--- src/rtl/mul_share_arbiter.sv ---
// rtl/mul_share_arbiter.sv - round-robin arbiter sharing one registered signed 8x8 multiplier
// Grants one requester at a time, sequences the multiplier enable and returns the tagged product.
module mul_share_arbiter #(
   parameter int N_REQ = 4,
   parameter int ID_W  = 2
) (
   input  logic               clk,
   input  logic               rst_n,
   input  logic [N_REQ-1:0]   req_valid,
   input  logic [8*N_REQ-1:0] req_a,
   input  logic [8*N_REQ-1:0] req_b,
   output logic [N_REQ-1:0]   req_ready,
   output logic [7:0]         mul_a,
   output logic [7:0]         mul_b,
   output logic               mul_en,
   input  logic [14:0]        mul_p,
   output logic               rsp_valid,
   output logic [ID_W-1:0]    rsp_id,
   output logic [14:0]        rsp_p,
   input  logic               rsp_ready,
   output logic               busy
);
   localparam int CW = ID_W + 1;

   typedef enum logic [1:0] {S_IDLE, S_ISSUE, S_WAIT, S_RESP} state_t;

   state_t          state_q, state_d;
   logic [ID_W-1:0] rr_ptr_q, rr_ptr_d;
   logic [7:0]      mul_a_q, mul_a_d;
   logic [7:0]      mul_b_q, mul_b_d;
   logic            mul_en_q, mul_en_d;
   logic            rsp_valid_q, rsp_valid_d;
   logic [ID_W-1:0] rsp_id_q, rsp_id_d;
   logic [14:0]     rsp_p_q, rsp_p_d;

   logic            grant_found;
   logic [ID_W-1:0] grant_idx;
   logic [CW-1:0]   cand;

   // Rotating search that starts just after the previous winner
   always_comb begin
      grant_found = 1'b0;
      grant_idx   = '0;
      cand        = '0;
      for (int k = 1; k <= N_REQ; k++) begin
         cand = {1'b0, rr_ptr_q} + CW'(k);
         if (cand >= CW'(N_REQ)) begin
            cand = cand - CW'(N_REQ);
         end
         if (!grant_found && req_valid[cand[ID_W-1:0]]) begin
            grant_found = 1'b1;
            grant_idx   = cand[ID_W-1:0];
         end
      end
   end

   always_ff @(posedge clk or negedge rst_n) begin
      if (!rst_n) begin
         state_q  <= S_IDLE;
         rr_ptr_q <= ID_W'(N_REQ - 1);
      end else begin
         state_q  <= state_d;
         rr_ptr_q <= rr_ptr_d;
      end
   end

   always_comb begin
      state_d = state_q;
      case (state_q)
         S_IDLE:  if (grant_found) state_d = S_ISSUE;
         S_ISSUE: state_d = S_WAIT;
         S_WAIT:  state_d = S_RESP;
         S_RESP:  if (rsp_ready) state_d = S_IDLE;
         default: state_d = S_IDLE;
      endcase
   end

   // Operand registers are only rewritten on a grant so the multiplier inputs stay quiet when idle
   always_comb begin
      req_ready   = '0;
      rr_ptr_d    = rr_ptr_q;
      mul_a_d     = mul_a_q;
      mul_b_d     = mul_b_q;
      mul_en_d    = 1'b0;
      rsp_valid_d = rsp_valid_q;
      rsp_id_d    = rsp_id_q;
      rsp_p_d     = rsp_p_q;
      case (state_q)
         S_IDLE: begin
            if (grant_found) begin
               req_ready[grant_idx] = 1'b1;
               rr_ptr_d = grant_idx;
               mul_a_d  = req_a[{grant_idx, 3'b000} +: 8];
               mul_b_d  = req_b[{grant_idx, 3'b000} +: 8];
               rsp_id_d = grant_idx;
               mul_en_d = 1'b1;
            end
         end
         S_WAIT: begin
            rsp_p_d     = mul_p;
            rsp_valid_d = 1'b1;
         end
         S_RESP: begin
            if (rsp_ready) rsp_valid_d = 1'b0;
         end
         default: ;
      endcase
   end

   always_ff @(posedge clk or negedge rst_n) begin
      if (!rst_n) begin
         mul_a_q     <= '0;
         mul_b_q     <= '0;
         mul_en_q    <= 1'b0;
         rsp_valid_q <= 1'b0;
         rsp_id_q    <= '0;
         rsp_p_q     <= '0;
      end else begin
         mul_a_q     <= mul_a_d;
         mul_b_q     <= mul_b_d;
         mul_en_q    <= mul_en_d;
         rsp_valid_q <= rsp_valid_d;
         rsp_id_q    <= rsp_id_d;
         rsp_p_q     <= rsp_p_d;
      end
   end

   assign mul_a     = mul_a_q;
   assign mul_b     = mul_b_q;
   assign mul_en    = mul_en_q;
   assign rsp_valid = rsp_valid_q;
   assign rsp_id    = rsp_id_q;
   assign rsp_p     = rsp_p_q;
   assign busy      = (state_q != S_IDLE);

endmodule
--- config.mk ---
export PLATFORM = sky130hd
export DESIGN_NAME = mul_share_arbiter
export DESIGN_NICKNAME = d
export VERILOG_FILES = /design/src/rtl/mul_share_arbiter.sv
export SDC_FILE = /design/constraint.sdc
export NUM_CORES = 1
export LEC_CHECK = 0
export CORE_MARGIN = 5
export CORE_UTILIZATION = 62
export DETAILED_ROUTE_END_ITERATION = 7
export DONT_BUFFER_PORTS = 1
export HOLD_SLACK_MARGIN = 0.02
export PLACE_DENSITY = 0.78
export SETUP_SLACK_MARGIN = 0.02
export SLEW_MARGIN = 30
export SYNTH_ARGS = -nofsm -noshare
export SYNTH_HDL_FRONTEND = slang
export SYNTH_SLANG_ARGS = --single-unit
--- constraint.sdc ---
create_clock -name clk -period 2.2 [get_ports clk]
set_clock_uncertainty 0.2 [all_clocks]
set_input_delay 0.22 -clock clk [delete_from_list [all_inputs] [get_ports clk]]
set_output_delay 0.22 -clock clk [all_outputs]
set_load 0.01 [all_outputs]
==> out/qor_table.md, run 1 <==
| Quantity | This run | Unit |
|:---|:---|:---|
| Worst endpoint type | top-level output | - |
| Starting Density | 64.2 | % |
| Maximum number of pins on one net before global-route repair | 40 | - |
| Count of state elements after synthesis | 39 | - |
| Tool error | [ERROR GRT-0232] Routing congestion too high. Check the congestion heatmap in the GUI. | - |
| Number of cell rows | 21 | - |
| Antenna violations before repair | 3 | - |
| Synthesized instance count | 172 | - |
| Yosys cell types | 30 | - |
| Proportion of synthesized chip area in sequential cells | 45.7 | % |
| Clock root buffer | sky130_fd_sc_hd__clkbuf_4 | - |
| Number of clock sinks | 39 | - |
| End pin of the worst setup path after global-route repair | req_ready[0] | - |
| Total congestion overflow | 44 | - |
| Ys async rst share | 100 | % |
| # H-tree levels | 2 | - |
| Share of the synthesized area in the top cell type | 43.2 | % |
| Yosys top cell by area | sky130_fd_sc_hd__dfrtp_1 | - |
| DP Worst Slack | 0.133 | ns |
| Failing step | 5_1_grt | - |
| Warnings, synthesis | 0 | - |
| Post-Syn Area | 2140 | um^2 |
| Die outline height | 68.8 | um |
| Top post-synthesis cells by area | sky130_fd_sc_hd__dfrtp_1 43%, sky130_fd_sc_hd__mux2i_1 15%, sky130_fd_sc_hd__o221ai_2 11%, sky130_fd_sc_hd__mux2_2 7.9%, sky130_fd_sc_hd__nand2_1 3.7% | - |
| Final weighted congestion in routability-driven placement | 0.792 | - |
| Detailed placement HPWL | 3480 | um |
| Port bufs | 0 | - |
| Maximum number of buffers from clock root to sink | 2 | - |
| Primary flip-flop cell chosen by synthesis mapping | sky130_fd_sc_hd__dfrtp_1 | - |
| Number of synthesized flops with an enable pin | 0 | - |
| Die Width | 68.8 | um |
| Ports | 126 | - |
| Library cell with the highest instance count after synthesis | sky130_fd_sc_hd__dfrtp_1 | - |
| Result of the run | did not finish | - |
| Most used standard cells in the synthesized netlist | 37 x sky130_fd_sc_hd__dfrtp_1, 32 x sky130_fd_sc_hd__mux2i_1, 21 x sky130_fd_sc_hd__nand2_1 | - |
| Post-Synthesis Net Count | 261 | - |
| Clock buffers created by TritonCTS | 5 | - |
| All-layer global routing usage | 73.0 | % |
| Post-synthesis area per instance | 12.5 | um^2 |
==> cell families after synthesis <==
| logic type | count (synthesis) | synth area share [%] |
|---|---|---|
| multiplexers | 47 | 22.8 |
| AND/OR/NAND/NOR | 38 | 8.00 |
| flip-flops | 39 | 45.7 |
| adder cells (fa/ha/maj) | 3 | 1.75 |
| buffers and inverters | 18 | 7.01 |
| AO/OA/AOI/OAI | 27 | 14.7 |
==> layer usage <==
layer,global-route usage (%),GRT overflow
met5,12.5,0
met4,83.2,13
met3,57.1,1
met2,91.8,30
met1,67.5,0
==> per-stage QoR <==
step,cell area [um^2],util (%),instances
after CTS,3090,92.6,305
after global placement,2140,64.2,211
after detailed placement,2140,64.2,211
after floorplan,2140,-,172
==> repair_timing <==
item,4_1_cts
setup endpoints to repair,4
setup buffers,3
resized for setup,3
pin swaps,3
endpoints found under the hold margin,72
hold buffers,82
cloned,1
==> run 2, diff against run 1 <==
- CORE_UTILIZATION: 62 -> 40
- HOLD_SLACK_MARGIN: 0.02 -> not set
- PLACE_DENSITY: 0.78 -> not set
- PLACE_DENSITY_LB_ADDON: not set -> 0.15
- SETUP_SLACK_MARGIN: 0.02 -> not set
==> out/qor_table.md, run 2 <==
| Quantity | This run | Unit |
|:---|:---|:---|
| Ys async rst share | 100 | % |
| Final cell area excluding filler cells | 3240 | um^2 |
| FF-to-FF path depth | 7 | - |
| TritonRoute pass-1 iters | 4 | - |
| Worst IR Drop VDD | 0.622 | mV |
| Number of cell rows | 26 | - |
| Synthesized instance count | 172 | - |
| RSZ-0062 raised after global routing | true | - |
| Tmin final | 2.22 | ns |
| Max Clk Rate | 451 | MHz |
| Post-synthesis area per instance | 12.5 | um^2 |
| Metal2 WL | 3600 | um |
| Maximum number of buffers from clock root to sink | 2 | - |
| Final clock period utilization by the worst path | 101 | % |
| Detailed placement HPWL | 3940 | um |
| Required time at the endpoint of the critical path | 1.78 | ns |
| Endpoints failing setup | 2 | - |
| Critical-path cell with the highest stage delay | sky130_fd_sc_hd__dfstp_2 | - |
| WL final | 6680 | um |
| Fraction of power consumed by sequential logic | 38.7 | % |
| Yosys cell types | 30 | - |
| PnR Total Power | 0.00397 | W |
| Hold endpoint | state_q[0] | - |
| Maximum number of pins on one net before global-route repair | 40 | - |
| Placed Instance Area | 2190 | um^2 |
| Number of global-route vias before repair | 2,017 | - |
| Primary flip-flop cell chosen by synthesis mapping | sky130_fd_sc_hd__dfrtp_1 | - |
| Result of the run | complete, but fails checks | - |
| Part of the total power dissipated in the clock network | 15.5 | % |
| Clk_lat worst skew | 0.29 | ns |
| Post-layout net count | 349 | - |
| Violations in the final reports | negative setup slack | - |
| Antenna violation net count after detailed routing | 0 | - |
| Die Width | 83.2 | um |
| Net switching share of the total power | 39.4 | % |
| Highest cell delay on the worst timing path | 0.55 | ns |
| Critical path data arrival time | 1.80 | ns |
| Detail-routed net length per standard cell | 20.1 | um |
| Top routing layer in use | met4 | - |
| Fraction of layout cells with a size suffix above 1 | 27.2 | % |
| 1st-iter DRT viols | 21 | - |
| Number of vias per cell after detailed routing | 5.39 | - |
| Clock root buffer | sky130_fd_sc_hd__clkbuf_8 | - |
| Part of the power in combinational logic | 45.8 | % |
| Endpoint type of the worst setup path | primary output | - |
| Slew @ Worst Pin | 0.684 | ns |
| Starting Density | 41.7 | % |
| Total net switching power | 0.00156 | W |
| Placeable core region | 5140 | um^2 |
| Proportion of synthesized chip area in sequential cells | 45.7 | % |
| DRC violation count after routing | 0 | - |
| Int Pwr | 0.00241 | W |
| Total count of hold-check failures in the final report | 0 | - |
| Flip-flop count of the largest register after layout | 15 | - |
| Relative slew slack | 54.4 | % |
| Pwr per Cell Area | 1230 | nW/um^2 |
| Number of synthesized flops with an enable pin | 0 | - |
| Worst reg2reg endpoint | mul_a[2] | - |
| TritonCTS clock tree | built | - |
| Clock buffers created by TritonCTS | 5 | - |
| Post-Synthesis Net Count | 261 | - |
| All-layer global routing usage | 18.8 | % |
| Yosys top cell by area | sky130_fd_sc_hd__dfrtp_1 | - |
| Die outline height | 83.2 | um |
| Number of clock sinks | 39 | - |
| Area Growth Syn to Fin | 51.3 | % |
| Post-Syn Area | 2140 | um^2 |
| Crit-path max FO | 18 | - |
| Most used standard cells in the synthesized netlist | 37 x sky130_fd_sc_hd__dfrtp_1, 32 x sky130_fd_sc_hd__mux2i_1, 21 x sky130_fd_sc_hd__nand2_1 | - |
| Leakage power total | 1.40 | nW |
| Path category of the worst min-delay check | in2reg | - |
| # H-tree levels | 2 | - |
| Share of the synthesized area in the top cell type | 43.2 | % |
| Antenna violations before repair | 1 | - |
| Count of pins over their slew limit | 0 | - |
| Met3 wire len | 569 | um |
| Met1 routed wirelength after detailed routing | 2280 | um |
| Layout fillers | 409 | - |
| Die footprint | 6920 | um^2 |
| Warnings, synthesis | 0 | - |
| Origin of the worst min-delay path | rsp_ready | - |
| Reg-to-reg critical path startpoint | rr_ptr_q[0] | - |
| Count of state elements after synthesis | 39 | - |
| Hold Path Cell Cnt | 2 | - |
| Maximum capacitance violations | 0 | - |
| Top post-synthesis cells by area | sky130_fd_sc_hd__dfrtp_1 43%, sky130_fd_sc_hd__mux2i_1 15%, sky130_fd_sc_hd__o221ai_2 11%, sky130_fd_sc_hd__mux2_2 7.9%, sky130_fd_sc_hd__nand2_1 3.7% | - |
| Total congestion overflow | 0 | - |
| Worst Setup Start Kind | register | - |
| Worst Slack Setup Final | -0.0159 | ns |
| Wire length of the first global-routing pass | 10,400 | um |
| Leading cell types in the layout, fill and taps excluded | 81 x sky130_fd_sc_hd__dlygate4sd3_1, 37 x sky130_fd_sc_hd__dfrtp_1, 23 x sky130_fd_sc_hd__mux2i_1, 21 x sky130_fd_sc_hd__nand2_1, 16 x sky130_fd_sc_hd__o221ai_2 | - |
| Library cell with the highest instance count after synthesis | sky130_fd_sc_hd__dfrtp_1 | - |
| Leading cell type in the layout, fill and taps excluded | sky130_fd_sc_hd__dlygate4sd3_1 | - |
| Port bufs | 0 | - |
| Clock transition at path regs | 0.08 | ns |
| Total via count after detailed routing | 1,789 | - |
| Type of the setup path with the least slack | reg2out | - |
| Register-to-Register Setup Slack | 0.08 | ns |
| Ports | 126 | - |
| Final weighted congestion in routability-driven placement | 0.739 | - |
| Cells traversed along the worst timing path | nand2b_4 -> o211ai_1 -> o221ai_1 -> nand2_4 -> nor2_1 | - |
## run 2: repair_timing
action                                 CTS  global route
endpoints found under the hold margin   71             1
setup buffers                            3             0
setup endpoints to repair                3            13
pin swaps                                1             2
hold buffers                            80             2
gates resized for setup                  0            17
## run 2: layout make-up
class / instances / area, um^2 / area share (%)
Timing Repair Buffer: 92 / 931 / 28.7
Clock inverter: 2 / 35.0 / 1.08
Inverter: 7 / 28.8 / 0.888
Tap cell: 70 / 87.6 / 2.70
Sequential cell: 39 / 978 / 30.2
Multi-Input combinational cell: 115 / 1100 / 33.8
Clock buffer: 6 / 82.6 / 2.55
Antenna cell: 1 / 2.50 / 0.0772
## run 2: per-layer routing
layer  GRT usage (%)  vias to the layer above
met4            6.39                        0
met2            36.7                      111
met1            17.4                      857
met5               0                        -
li1                -                      799
met3            7.43                       22
## run 2: critical path, delay by kind of cell (launching register included)
family,cells,cell delay (ns)
AND/OR/NAND/NOR,3,0.68
flip-flops,1,0.55
AO/OA/AOI/OAI,2,0.28
## run 2: kinds of logic after synthesis
| group | synth area share [%] |
|---|---|
| adders and majority gates | 1.75 |
| DFF | 45.7 |
| buffers and inverters | 7.01 |
| AOI/OAI and AO/OA | 14.7 |
| and+or+nand+nor | 8.00 |
| muxes | 22.8 |
## run 2: power by group through the flow
stage	Combinational (W)	Sequential (W)	Clock, W
floorplan	0.00140	0.00145	0
global placement	0.00147	0.00154	0
detailed placement	0.00156	0.00155	0
CTS	0.00174	0.00155	0.000629
global route	0.00197	0.00159	0.000655
finish	0.00182	0.00154	0.000616
## run 2: how the worst max path moves through the flow
stage	from	endpoint	slack (ns)	depth (start not counted)
finish	rr_ptr_q[0]	req_ready[1]	-0.02	5
global placement	rr_ptr_q[0]	mul_a[1]	0.22	6
global route	rr_ptr_q[0]	req_ready[0]	-0.10	5
detailed placement	rr_ptr_q[0]	mul_b[6]	0.11	6
floorplan	rr_ptr_q[0]	mul_a[0]	0.30	7
CTS	rr_ptr_q[0]	req_ready[2]	0.005	7
## run 2: metrics by stage
step	util, %	hold slack [ns]	setup WS [ns]	TNS (ns)	cells
5_1_grt	63.1	0.0965	-0.102	-0.372	332
3_5_place_dp	42.7	-0.275	0.114	0	238
6_report	63.1	0.0599	-0.0159	-0.0300	332
2_1_floorplan	-	-0.276	0.298	0	172
3_3_place_gp	42.7	-0.275	0.218	0	238
4_1_cts	61.2	0.0154	0.00492	0	329
Power figures use the tool's default switching activity.
==> run 3, diff against run 2 <==
- CTS_BUF_LIST: not set -> sky130_fd_sc_hd__clkbuf_16
==> out/qor_table.md, run 3 (synthesis gave the netlist of run 2 again) <==
| Quantity | This run | Unit |
|:---|:---|:---|
| DRC violation count after routing | 0 | - |
| Total via count after detailed routing | 1,631 | - |
| Worst Setup Start Kind | register | - |
| RSZ-0062 raised after global routing | true | - |
| Worst reg2reg endpoint | mul_b[3] | - |
| Maximum capacitance violations | 0 | - |
| Die footprint | 6920 | um^2 |
| Critical path data arrival time | 1.71 | ns |
| Die Width | 83.2 | um |
| Violations in the final reports | negative hold slack | - |
| Relative slew slack | 54.3 | % |
| Max Clk Rate | 469 | MHz |
| Number of global-route vias before repair | 1,867 | - |
| Leakage power total | 1.34 | nW |
| Number of vias per cell after detailed routing | 5.26 | - |
| DP Worst Slack | 0.114 | ns |
| Reg-to-reg critical path startpoint | rr_ptr_q[0] | - |
| Tmin final | 2.13 | ns |
| Leading cell types in the layout, fill and taps excluded | 60 x sky130_fd_sc_hd__dlygate4sd3_1, 37 x sky130_fd_sc_hd__dfrtp_1, 28 x sky130_fd_sc_hd__mux2i_1, 21 x sky130_fd_sc_hd__nand2_1, 16 x sky130_fd_sc_hd__o221ai_2 | - |
| All-layer global routing usage | 17.1 | % |
| Final-layout worst hold slack | -0.00932 | ns |
| Starting Density | 41.7 | % |
| Flip-flop count of the largest register after layout | 15 | - |
| Port bufs | 0 | - |
| Die outline height | 83.2 | um |
| # H-tree levels | 2 | - |
| Clk_lat worst skew | 0.27 | ns |
| Hold endpoint | mul_b[6] | - |
| Post-layout net count | 328 | - |
| Type of the setup path with the least slack | reg2out | - |
| Detail-routed net length per standard cell | 19.4 | um |
| PnR Total Power | 0.00407 | W |
| Count of inserted antenna diode cells | 0 | - |
| Maximum number of pins on one net before global-route repair | 40 | - |
| Antenna violation net count after detailed routing | 0 | - |
| Register-to-Register Setup Slack | 0.08 | ns |
| FF-to-FF path depth | 7 | - |
| Worst IR Drop VDD | 0.649 | mV |
| Pwr per Cell Area | 1330 | nW/um^2 |
| Total count of hold-check failures in the final report | 3 | - |
| Ports | 126 | - |
| Non-filler cells, final | 310 | - |
| Clock buffers created by TritonCTS | 5 | - |
| Endpoint type of the worst setup path | primary output | - |
| Leading cell type in the layout, fill and taps excluded | sky130_fd_sc_hd__dlygate4sd3_1 | - |
| TritonCTS clock tree | built | - |
| WL final | 6030 | um |
| Clock root buffer | sky130_fd_sc_hd__clkbuf_16 | - |
| Fraction of layout cells with a size suffix above 1 | 27.9 | % |
| Endpoints failing setup | 0 | - |
| Final clock period utilization by the worst path | 96.9 | % |
| TritonRoute pass-1 iters | 4 | - |
| Hold Path Cell Cnt | 2 | - |
| Crit-path max FO | 6 | - |
| Final weighted congestion in routability-driven placement | 0.739 | - |
| Detailed placement HPWL | 3940 | um |
| Slew @ Worst Pin | 0.685 | ns |
| Count of pins over their slew limit | 0 | - |
| Number of clock sinks | 39 | - |
| Placed instance count | 238 | - |
| Path category of the worst min-delay check | in2reg | - |
| Placeable core region | 5140 | um^2 |
| Result of the run | complete, but fails checks | - |
| Area Growth Syn to Fin | 42.9 | % |
| Origin of the worst min-delay path | req_b[14] | - |
| Antenna violations before repair | 0 | - |
| Wire length of the first global-routing pass | 9620 | um |
| 1st-iter DRT viols | 11 | - |
| Maximum number of buffers from clock root to sink | 2 | - |
| Worst Slack Setup Final | 0.0676 | ns |
| Number of cell rows | 26 | - |
| Total congestion overflow | 0 | - |
| Clock transition at path regs | 0.06 | ns |
| Required time at the endpoint of the critical path | 1.78 | ns |
run 3: repair_timing:
item                       4_1_cts  5_1_grt
pin swaps                        1        2
gates resized for setup          0       14
hold endpoints to repair        68        1
hold buffers                    60        1
buffers inserted                 3        0
cloned                           0        0
setup endpoints to repair        3       11
run 3: layer usage:
layer	share of wire, %	track usage (%)
met4	0.73	4.31
met1	36	16.5
met5	0	0
met3	8.4	6.63
met2	55	33.5
run 3: layout make-up:
class	instances	area, um^2
Fill cell	430	2080
Multi-Input combinational cell	115	1080
Sequential cell	39	978
Timing Repair Buffer	71	721
Clock buffer	5	125
Tap cell	70	87.6
Clock inverter	3	38.8
Inverter	7	28.8
run 3: worst max-delay path by stage:
stage	startpoint	endpoint	slack, ns	cells past startpoint
2_1_floorplan	rr_ptr_q[0]	mul_a[0]	0.30	7
3_3_place_gp	rr_ptr_q[0]	mul_a[1]	0.22	6
3_5_place_dp	rr_ptr_q[0]	mul_b[6]	0.11	6
4_1_cts	rr_ptr_q[0]	req_ready[2]	0.03	7
5_1_grt	rr_ptr_q[0]	req_ready[3]	-0.04	5
6_report	rr_ptr_q[0]	req_ready[3]	0.07	5
run 3: worst max-delay path: stages, from the launching register on:
cell and delay, ns:
sky130_fd_sc_hd__dfstp_2 0.54, sky130_fd_sc_hd__nand2b_4 0.13, sky130_fd_sc_hd__o221ai_1 0.18, sky130_fd_sc_hd__nand2b_2 0.32
sky130_fd_sc_hd__nor2_1 0.14, sky130_fd_sc_hd__buf_4 0.13
run 3: per-stage QoR:
stage,utilization (%),area [um^2],TNS (ns)
4_1_cts,58.2,2990,0
3_3_place_gp,42.7,2190,0
3_5_place_dp,42.7,2190,0
6_report,59.6,3060,0
5_1_grt,59.6,3060,-0.0579
2_1_floorplan,-,2140,0
run 3: report_power, final:
| part | switching (W) | internal, W | leakage (nW) |
|---|---|---|---|
| sequential | 0.000434 | 0.00111 | 0.464 |
| combinational | 0.000848 | 0.000899 | 0.797 |
| clock | 0.000258 | 0.000528 | 0.0812 |
| total | 0.00154 | 0.00253 | 1.34 |
